===== src/rtl/fma_pkg.sv =====
// Shared sizing, float alias and state encoding for the FMA operand issuer.
package fma_pkg;
  localparam int FP              = 32;
  localparam int M               = 3;
  localparam int N               = 3;
  localparam int MBITS           = $clog2(M) - 1;
  localparam int NBITS           = $clog2(N) - 1;
  localparam int TIMEOUT_DEFAULT = 64;

  typedef logic [FP-1:0] float_t;

  typedef enum logic [2:0] {
    IDLE        = 3'd0,
    FETCH       = 3'd1,
    ISSUE       = 3'd2,
    WAIT_ANSWER = 3'd3,
    DONE        = 3'd4,
    ERROR       = 3'd5
  } issue_state_e;
endpackage


===== src/rtl/fma_operand_channel.sv =====
// One operand channel towards the FMA: holds data and req until a cycle with busy low,
// then drops req and remembers completion until the next launch.
module fma_operand_channel
  import fma_pkg::*;
(
  input  logic   clk,
  input  logic   rst,
  input  logic   flush,
  input  logic   launch,
  input  float_t load_data,
  input  logic   busy,
  output float_t data,
  output logic   req,
  output logic   done
);
  float_t data_r;
  logic   req_r;
  logic   done_r;

  // Hold register: flush beats launch, launch beats transfer
  always_ff @(posedge clk or negedge rst) begin
    if (!rst) begin
      data_r <= {FP{1'b0}};
      req_r  <= 1'b0;
      done_r <= 1'b0;
    end else if (flush) begin
      req_r  <= 1'b0;
      done_r <= 1'b0;
    end else if (launch) begin
      data_r <= load_data;
      req_r  <= 1'b1;
      done_r <= 1'b0;
    end else if (req_r && !busy) begin
      req_r  <= 1'b0;
      done_r <= 1'b1;
    end
  end

  assign data = data_r;
  assign req  = req_r;
  // Counts the accepting cycle itself so the next fetch is not delayed a cycle
  assign done = done_r | (req_r & ~busy);
endmodule


===== src/rtl/fma_operand_issuer.sv =====
// Dot-product initiator: fetches A[row][k]/B[k][col] pairs, issues them to the FMA over
// two req/busy channels, then waits for the answer and reports it with sticky flags.
module fma_operand_issuer
  import fma_pkg::*;
#(
  parameter int TIMEOUT = TIMEOUT_DEFAULT
)
(
  input  logic             clk,
  input  logic             rst,
  input  logic             start_in,
  input  logic             clear_in,
  input  logic [MBITS:0]   row_in,
  input  logic [NBITS:0]   col_in,
  input  logic [NBITS+1:0] len_in,
  output logic             rd_en_out,
  output logic [MBITS:0]   rd_row_out,
  output logic [NBITS:0]   rd_col_out,
  output logic [NBITS:0]   rd_k_out,
  input  float_t           a_data_in,
  input  float_t           b_data_in,
  output float_t           float_0_out,
  output logic             float_0_req_out,
  input  logic             float_0_busy_in,
  output float_t           float_1_out,
  output logic             float_1_req_out,
  input  logic             float_1_busy_in,
  input  logic             ready_answer_in,
  input  float_t           float_answer_in,
  input  logic             overflow_in,
  input  logic             underflow_in,
  output float_t           result_out,
  output logic             result_valid_out,
  output logic             overflow_flag_out,
  output logic             underflow_flag_out,
  output logic             error_out,
  output logic             busy_out,
  output logic [2:0]       state_out
);
  localparam int LW = NBITS + 2;
  localparam int CW = $clog2(TIMEOUT);

  issue_state_e     state_r, next_s;
  logic             launch_r;
  logic [MBITS:0]   row_r;
  logic [NBITS:0]   col_r, k_r;
  logic [LW-1:0]    len_r;
  logic [CW-1:0]    cnt_r;
  float_t           result_r;
  logic             ovf_r, unf_r;
  logic             done0_s, done1_s, flush_s, len_ok_s, last_s, accept_s;

  assign len_ok_s = (len_in != {LW{1'b0}}) && (len_in <= LW'(N));
  assign last_s   = (LW'(k_r) == (len_r - LW'(1'b1)));
  assign accept_s = (state_r == IDLE) && (next_s == FETCH);
  assign flush_s  = (state_r == ISSUE) && (next_s != ISSUE);

  fma_operand_channel u_ch0 (
    .clk(clk), .rst(rst), .flush(flush_s), .launch(launch_r), .load_data(a_data_in),
    .busy(float_0_busy_in), .data(float_0_out), .req(float_0_req_out), .done(done0_s)
  );

  fma_operand_channel u_ch1 (
    .clk(clk), .rst(rst), .flush(flush_s), .launch(launch_r), .load_data(b_data_in),
    .busy(float_1_busy_in), .data(float_1_out), .req(float_1_req_out), .done(done1_s)
  );

  // Next-state logic; an unsolicited answer is a protocol error everywhere but WAIT_ANSWER
  always_comb begin
    next_s = state_r;
    case (state_r)
      IDLE: begin
        if (ready_answer_in)  next_s = ERROR;
        else if (start_in)    next_s = len_ok_s ? FETCH : ERROR;
        else                  next_s = IDLE;
      end
      FETCH: begin
        if (ready_answer_in)  next_s = ERROR;
        else                  next_s = ISSUE;
      end
      ISSUE: begin
        if (ready_answer_in)                         next_s = ERROR;
        else if (!launch_r && done0_s && done1_s)    next_s = last_s ? WAIT_ANSWER : FETCH;
        else                                         next_s = ISSUE;
      end
      WAIT_ANSWER: begin
        if (ready_answer_in)                   next_s = DONE;
        else if (cnt_r == CW'(TIMEOUT - 1))    next_s = ERROR;
        else                                   next_s = WAIT_ANSWER;
      end
      DONE: begin
        if (ready_answer_in)  next_s = ERROR;
        else                  next_s = IDLE;
      end
      ERROR: begin
        if (clear_in)         next_s = IDLE;
        else                  next_s = ERROR;
      end
      default:                next_s = IDLE;
    endcase
  end

  // State, job context, wait counter and captured answer
  always_ff @(posedge clk or negedge rst) begin
    if (!rst) begin
      state_r  <= IDLE;
      launch_r <= 1'b0;
      row_r    <= {(MBITS+1){1'b0}};
      col_r    <= {(NBITS+1){1'b0}};
      k_r      <= {(NBITS+1){1'b0}};
      len_r    <= {LW{1'b0}};
      cnt_r    <= {CW{1'b0}};
      result_r <= {FP{1'b0}};
      ovf_r    <= 1'b0;
      unf_r    <= 1'b0;
    end else begin
      state_r  <= next_s;
      launch_r <= (state_r == FETCH) && (next_s == ISSUE);
      cnt_r    <= (state_r == WAIT_ANSWER) ? cnt_r + CW'(1'b1) : {CW{1'b0}};
      if (accept_s) begin
        row_r <= row_in;
        col_r <= col_in;
        len_r <= len_in;
        k_r   <= {(NBITS+1){1'b0}};
        ovf_r <= 1'b0;
        unf_r <= 1'b0;
      end else if ((state_r == ISSUE) && (next_s == FETCH)) begin
        k_r <= k_r + (NBITS+1)'(1'b1);
      end else if ((state_r == WAIT_ANSWER) && ready_answer_in) begin
        result_r <= float_answer_in;
        ovf_r    <= ovf_r | overflow_in;
        unf_r    <= unf_r | underflow_in;
      end
    end
  end

  assign rd_en_out          = (state_r == FETCH);
  assign rd_row_out         = row_r;
  assign rd_col_out         = col_r;
  assign rd_k_out           = k_r;
  assign result_out         = result_r;
  assign result_valid_out   = (state_r == DONE);
  assign overflow_flag_out  = ovf_r;
  assign underflow_flag_out = unf_r;
  assign error_out          = (state_r == ERROR);
  assign busy_out           = (state_r != IDLE);
  assign state_out          = state_r;
endmodule

===== config.mk =====
export PLATFORM = sky130hd
export DESIGN_NAME = fma_operand_issuer
export DESIGN_NICKNAME = d
export VERILOG_FILES = /design/src/rtl/fma_pkg.sv /design/src/rtl/fma_operand_channel.sv /design/src/rtl/fma_operand_issuer.sv
export SDC_FILE = /design/constraint.sdc
export NUM_CORES = 1
export LEC_CHECK = 0
export ABC_AREA = 1
export BUFFER_PORTS_ARGS = -buffer_cell sky130_fd_sc_hd__buf_2
export CORE_ASPECT_RATIO = 0.9
export CORE_MARGIN = 2
export CORE_UTILIZATION = 47
export CTS_BUF_LIST = sky130_fd_sc_hd__clkbuf_16
export DETAILED_ROUTE_END_ITERATION = 10
export PLACE_DENSITY = 0.77
export SKIP_LAST_GASP = 1
export SYNTH_ARGS = -nofsm -noshare
export SYNTH_HDL_FRONTEND = slang
export SYNTH_HIERARCHICAL = 1
export SYNTH_SLANG_ARGS = --single-unit

===== constraint.sdc =====
create_clock -name clk -period 1.8 [get_ports clk]
set_input_delay 0.18 -clock clk [delete_from_list [all_inputs] [get_ports clk]]
set_output_delay 0.18 -clock clk [all_outputs]
set_load 0.02 [all_outputs]

# Yosys cells after proc, flatten, opt, wreduce, memory -nomap -nowiden
# Cells that the tools add are included.
dict set report totals {
  register_bits 121
  input_bits 112
  output_inout_bits 113
  elab_cells 98
}
dict set report op_classes {
  add_sub_neg 3
  order_cmp 1
  n_eq_ne 11
  muxes 33
  bitwise_logic 11
  n_reduce_logical 23
}
# cell n
set ops {}
lappend ops {{$mux W3} 9}
lappend ops {{$mux W1} 18}
lappend ops {{$pmux W3 S6} 1}
lappend ops {{$reduce_bool A3 Y1} 4}
lappend ops {{$logic_and A1 B1 Y1} 10}
lappend ops {{$eq A3 B2 Y1 const B} 3}
lappend ops {{$mux W2} 4}
lappend ops {{$add A6 B1 Y6 const B} 1}
lappend ops {{$eq A3 B1 Y1 const B} 2}
lappend ops {{$eq A3 B3 Y1 const B} 2}
lappend ops {{$eq A6 B6 Y1 const B} 1}
lappend ops {{$mux W6} 1}
lappend ops {{$not A1 Y1} 5}
lappend ops {{$or A1 B1 Y1} 4}
lappend ops {{$reduce_and A2 Y1} 2}
lappend ops {{$reduce_bool A2 Y1} 2}
lappend ops {{$eq A2 B3 Y1} 1}
lappend ops {{$le A3 B2 Y1 const B} 1}
lappend ops {{$logic_not A1 Y1} 3}
lappend ops {{$logic_not A3 Y1} 1}
lappend ops {{$ne A3 B2 Y1 const B} 1}
lappend ops {{$reduce_and A3 Y1} 1}
lappend ops {{$sub A3 B1 Y3 const B} 1}
lappend ops {{$add A2 B1 Y2 const B} 1}
lappend ops {{2 further kinds} 3}

# Longest topological paths before layout
dict set report logic_depth {
  word_depth 12
  depth_mapped 13
  depth_no_buf 13
}

# Modules after synthesis
# Netlist, hierarchy kept.
# mod instances cells_per_inst area_each_um2 seq_area_each_um2
set by_module_without_submodules {}
lappend by_module_without_submodules {fma_operand_channel 2 148 1317.5 850.8}
lappend by_module_without_submodules {fma_operand_issuer 1 275 2285.9 1326.3}

# Worst setup path after synthesis
# Ideal clock, no wire load.
dict set report synth_path {
  kind {reg-to-reg}
  startpoint {register state_r[0] (netlist: state_out[0])}
  endpoint {register len_r[0]}
  setup_time_ns 0.117
  arrival_ns 1.754
  t_required_ns 1.683
  path_slack_ns -0.071
  stages_incl_launch_ff 9
  path_buffers 1
  synth_period_minus_slack_ns 1.871
  cell_sequence {dfrtp_1 > inv_1 > nor3_1 > nand2_1 > nand3_1 > nor2_2 > buf_6 > nand3_1 > nand2_1}
}
dict set report synth_via {
  elab_chain_cells 4
  word_cells_on_any_way 9
  classes_between {eq/ne (6); mux (1); reduce/logical (2)}
}
# item line_no
set synth_rtl {}
lappend synth_rtl {{start: declaration} fma_operand_issuer.sv:43} ;# issue_state_e state_r, next_s;
lappend synth_rtl {{start signal: assignment} fma_operand_issuer.sv:117} ;# state_r <= next_s;
lappend synth_rtl {{$eq A3 B1 Y1} n/a}
lappend synth_rtl {{named net rd_en_out} fma_operand_issuer.sv:16} ;# output logic rd_en_out,
lappend synth_rtl {{$pmux W3 S6} fma_operand_issuer.sv:71} ;# case (state_r)
lappend synth_rtl {{named net next_s[1]} fma_operand_issuer.sv:43}
lappend synth_rtl {{$eq A3 B1 Y1} fma_operand_issuer.sv:55} ;# assign accept_s = (state_r == IDLE) && (next_s == FETCH);
lappend synth_rtl {{$logic_and A1 B1 Y1} fma_operand_issuer.sv:55}
lappend synth_rtl {{end signal: assignment} fma_operand_issuer.sv:111} ;# len_r <= {LW{1'b0}};
lappend synth_rtl {{end signal: assignment} fma_operand_issuer.sv:123} ;# len_r <= len_in;
lappend synth_rtl {{end: declaration} fma_operand_issuer.sv:47} ;# logic [LW-1:0] len_r;
# The timed path passes the listed nets, and every way through them passes these cells.
# A chain may end at the register's enable or synchronous reset.

# Worst setup path in the final report
dict set report layout_path {
  startpoint {register u_ch0.req_r (netlist: u_ch0/req)}
  endpoint {register u_ch1.data_r[5] (netlist: u_ch1/data[5])}
}
dict set report layout_via {
  elab_chain_cells 11
}
# item line_no
set layout_rtl {}
lappend layout_rtl {{start: declaration} fma_operand_channel.sv:17} ;# logic req_r;
lappend layout_rtl {{start signal: assignment} fma_operand_channel.sv:24} ;# req_r <= 1'b0;
lappend layout_rtl {{start signal: assignment} fma_operand_channel.sv:27} ;# req_r <= 1'b0;
lappend layout_rtl {{start signal: assignment} fma_operand_channel.sv:31} ;# req_r <= 1'b1;
lappend layout_rtl {{$and A1 B1 Y1} fma_operand_channel.sv:42} ;# assign done = done_r | (req_r & ~busy);
lappend layout_rtl {{$or A1 B1 Y1} fma_operand_channel.sv:42}
lappend layout_rtl {{named net done0_s} fma_operand_issuer.sv:51} ;# logic done0_s, done1_s, flush_s, len_ok_s, last_s, accept_s;
lappend layout_rtl {{$logic_and A1 B1 Y1 (2 in a row)} fma_operand_issuer.sv:83} ;# else if (!launch_r && done0_s && done1_s) next_s = last_s ? WAIT_ANSWER : FETCH;
lappend layout_rtl {{$mux W2} fma_operand_issuer.sv:83}
lappend layout_rtl {{$mux W3} fma_operand_issuer.sv:82} ;# if (ready_answer_in) next_s = ERROR;
lappend layout_rtl {{$pmux W3 S6} fma_operand_issuer.sv:71}
lappend layout_rtl {{$ne A3 B2 Y1} fma_operand_issuer.sv:56} ;# assign flush_s = (state_r == ISSUE) && (next_s != ISSUE);
lappend layout_rtl {{$logic_and A1 B1 Y1} fma_operand_issuer.sv:56}
lappend layout_rtl {{named net flush_s} fma_operand_issuer.sv:51}
lappend layout_rtl {{$not A1 Y1 (no source line)} n/a}
lappend layout_rtl {{$reduce_and A2 Y1 (no source line)} n/a}
lappend layout_rtl {{end signal: assignment} fma_operand_channel.sv:23} ;# data_r <= {FP{1'b0}};
lappend layout_rtl {{end signal: assignment} fma_operand_channel.sv:30} ;# data_r <= load_data;
lappend layout_rtl {{end: declaration} fma_operand_channel.sv:16} ;# float_t data_r;
# The timed path passes the listed nets, and every way through them passes these cells.

==> impl_metrics.yaml <==
outcome:
  status: "complete, but fails checks"
  violations: "negative setup slack"
timing:
  fin_tns_setup_ps: -41.1
  grt_setup_unrepaired: "yes"
  skew_ps: 7.24
  hold_viol_final: 0
  timing.final.ws_setup_ps: -29.6
  worst_pin_slew_ps: 708
  period_needed_ps: 1830
  fin_crit_sh_pct: 102
  setup_viol: 3
  maxSlewViolCount: 0
  fmax_ghz: 0.547
  timing.slew.headroom_pct: 52.7
power_and_ir_drop:
  p_seq_share_pct: 33.0
  power.share.combinational_pct: 41.2
  switching_power_w: 0.00571
  irDropWorstVdd_v: 0.00116
  p_leak_nw: 4.46
  power_w: 0.0140
  cellPowerDensity_mw_per_mm2: 1780
  p_int_w: 0.00834
  clkPwrFrac_pct: 25.8
  sw_frac_of_total_pct: 40.6
critical_path:
  path_delay_family: "simple AND/OR/NAND/NOR gates"
  crit_chain: "nand2_1 > nand2_1 > nand3_1 > a21oi_2 > buf_4 > nor2_4 > nand2_1 > nand2_1"
  worstPathRequired_ps: 2120
  worstSetupPathType: "reg2reg"
  crit_arrival_ps: 2150
  critPathMostFrequentCell: "nand2_1"
  cp-end-kind: "register"
  timing.critical_path.buf_inv: 1
  cp_slowest_cell: "nor2_4"
  slowest_delay_ps: 530
  start_kind: "register"
  path_depth: 8
  rr_worst_depth: 8
  crit_fanout: 32
floorplan:
  die_y_um: 101
  die_area_mm2: 0.0113
  dieWidth_um: 112
  rows: 35
  core_area_mm2: 0.0102
  io_pins: 225
  start_util_pct: 48.2
clock_network:
  htreeDepth: 4
  cts-buffers-inserted: 17
  cts-root-buf: "clkbuf_16"
  cts_buffer_depth: 2
  clk_pin_slew_worst_paths_ps: 50
  cts.sinks: 121
  clk_latency_ps: 400
  cts_tree: "yes"
grt:
  grtUsageTotal_pct: 27.5
  grt_max_degree: 53
  grt_first_pass_wirelength_um: 24700
  globalRouteOverflowTotal: 0
  antenna_found_initial: 0
  grt_pass1_vias: 5182
route:
  routed_wl_um: 15500
  drt-initial-drc-count: 396
  ant_nets: 0
  firstDrtPassIters: 5
  avgViaCountPerCell: 4.89
  drc: 0
  vias: 5115
  routedWlPerCell_um: 14.8
layout:
  diodes: 0
  drive_above_1_share_pct: 32.2
  finish.net_count: 1019
  area_delta_synth_final_pct: 60.2
  stdcell_count: 1046
  nFillCells: 618
yosys:
  syn_avg_cell_area_um2: 8.62
  synth_top_area_share_pct: 61.5
  syn-num-nets: 685
  synth-seq-cells: 121
  syn-cell-area_mm2: 0.00492
  yosysUniqueCellTypes: 24
  yosysSeqAreaShare_pct: 61.5
  ys_warn_count: 6
  synth_top_cell_by_area: "dfrtp_1"
  syn-instance-count: 571
  synth_area_leaders: "dfrtp_1, nand2_1, inv_1"
placed_design:
  portBuffers: 224
  dp_slack_ps: -3.69
  routabilityCongestion: 0.833
  post-place-cells: 917
  hpwlAfterDp_um: 8820
worst_hold_path:
  hp-class: "in2reg"
  min_delay_path_depth: 3
flow_run:
  max-cap-violations: 0
## power groups by stage
stage / clock network [W] / registers (W) / logic (W)
floorplan: 0 / 0.00594 / 0.00203
global placement: 0 / 0.00454 / 0.00522
detailed placement: 0 / 0.00458 / 0.00536
CTS: 0.00367 / 0.00457 / 0.00554
global route: 0.00381 / 0.00477 / 0.00629
finish: 0.00362 / 0.00464 / 0.00578
## final timing paths
kind                             endpoint                 from  slack (ps)
max                         u_ch1/data[5]            u_ch0/req         -30
min                        result_out[11]  float_answer_in[11]          20
max reg2reg                 u_ch1/data[5]            u_ch0/req         -30
min reg2reg                result_out[26]       result_out[26]         470
max in group asynchronous  result_out[27]                  rst        1010
min in group asynchronous   u_ch1/data[7]                  rst         220
## synth_stat cells
master / instances
xnor2_1: 2
ha_1: 2
nor2_1: 12
o21ai_0: 3
a21boi_0: 1
a21oi_1: 9
buf_6: 7
a21oi_2: 1
clkinv_1: 2
xor2_1: 1
nor2_4: 2
nand3_1: 19
nand2_1: 328
nor2_2: 4
nor3_1: 4
clkbuf_1: 6
nand2_2: 3
dfrtp_1: 121
buf_2: 6
o21ai_1: 2
nand4_1: 2
inv_1: 26
inv_2: 5
nand3_2: 3
## layer usage
| layer | track usage, % | share of wire [%] | vias to the layer above | wire length (um) |
|---|---|---|---|---|
| met5 | 0 | 0 | - | 0 |
| met4 | 10.8 | 2.0 | 0 | 317 |
| met3 | 7.28 | 7.6 | 34 | 1190 |
| met2 | 47.5 | 50 | 268 | 7800 |
| met1 | 33.2 | 40 | 2415 | 6230 |
| li1 | - | - | 2398 | - |
## logic make-up (layout without fill, tap and decap cells)
family | count (synthesis) | after routing | share of synthesized area (%)
XOR/XNOR | 3 | 3 | 0.534
AO/OA/AOI/OAI | 16 | 16 | 1.75
flip-flops | 121 | 121 | 61.5
AND/OR/NAND/NOR | 377 | 377 | 30.5
adder cells (fa/ha/maj) | 2 | 2 | 0.508
buffers and inverters | 52 | 398 | 5.19
## state kept, by name (all words and copies together) (netlist names)
name,flops
result_out,32
u_ch0/data,32
u_ch1/data,32
cnt_r,6
len_r,3
state_out,3
rd_col_out,2
rd_k_out,2
rd_row_out,2
launch_r,1
overflow_flag_out,1
u_ch0/done_r,1
u_ch0/req,1
u_ch1/done_r,1
u_ch1/req,1
underflow_flag_out,1
## cells in the final DEF, fill, tap and decap left out, drive strengths merged
master,n
nand2,331
buf,239
dfrtp,121
dlygate4sd3,95
inv,31
nand3,22
nor2,18
clkbuf,17
a21oi,10
clkinv,6
clkinvlp,5
bufinv,5
o21ai,5
nor3,4
nand4,2
xnor2,2
ha,2
xor2,1
a21boi,1
## repair_timing
action,CTS,global route
gates cloned,0,0
endpoints found under the hold margin,114,0
gates resized for setup,1,11
setup endpoints to repair,6,75
pin swaps,0,6
hold buffers,95,0
buffers inserted,0,3
## worst min-delay path, stage by stage
cell,delay [ps]
buf_2,80
nand2_1,50
nand2_1,70
## area by class of cell
type | instances | area (um^2) | share of cell area [%]
clock inverters | 14 | 205 | 2.60
inverters | 33 | 124 | 1.57
clock buffers | 17 | 425 | 5.40
repair buffers | 334 | 2240 | 28.4
multi-input cells | 398 | 1700 | 21.5
well taps | 129 | 161 | 2.05
flip-flops and latches | 121 | 3030 | 38.4
## metrics by stage
stage	hold slack (ps)	utilization, %	area, um^2
finish	18.4	77.2	7880
global route	9.10	77.2	7880
CTS	0.753	76.5	7800
detailed placement	96.8	61.0	6220
global placement	94.4	61.0	6220
floorplan	-116	-	4930
(Power assumes the default switching activity.)
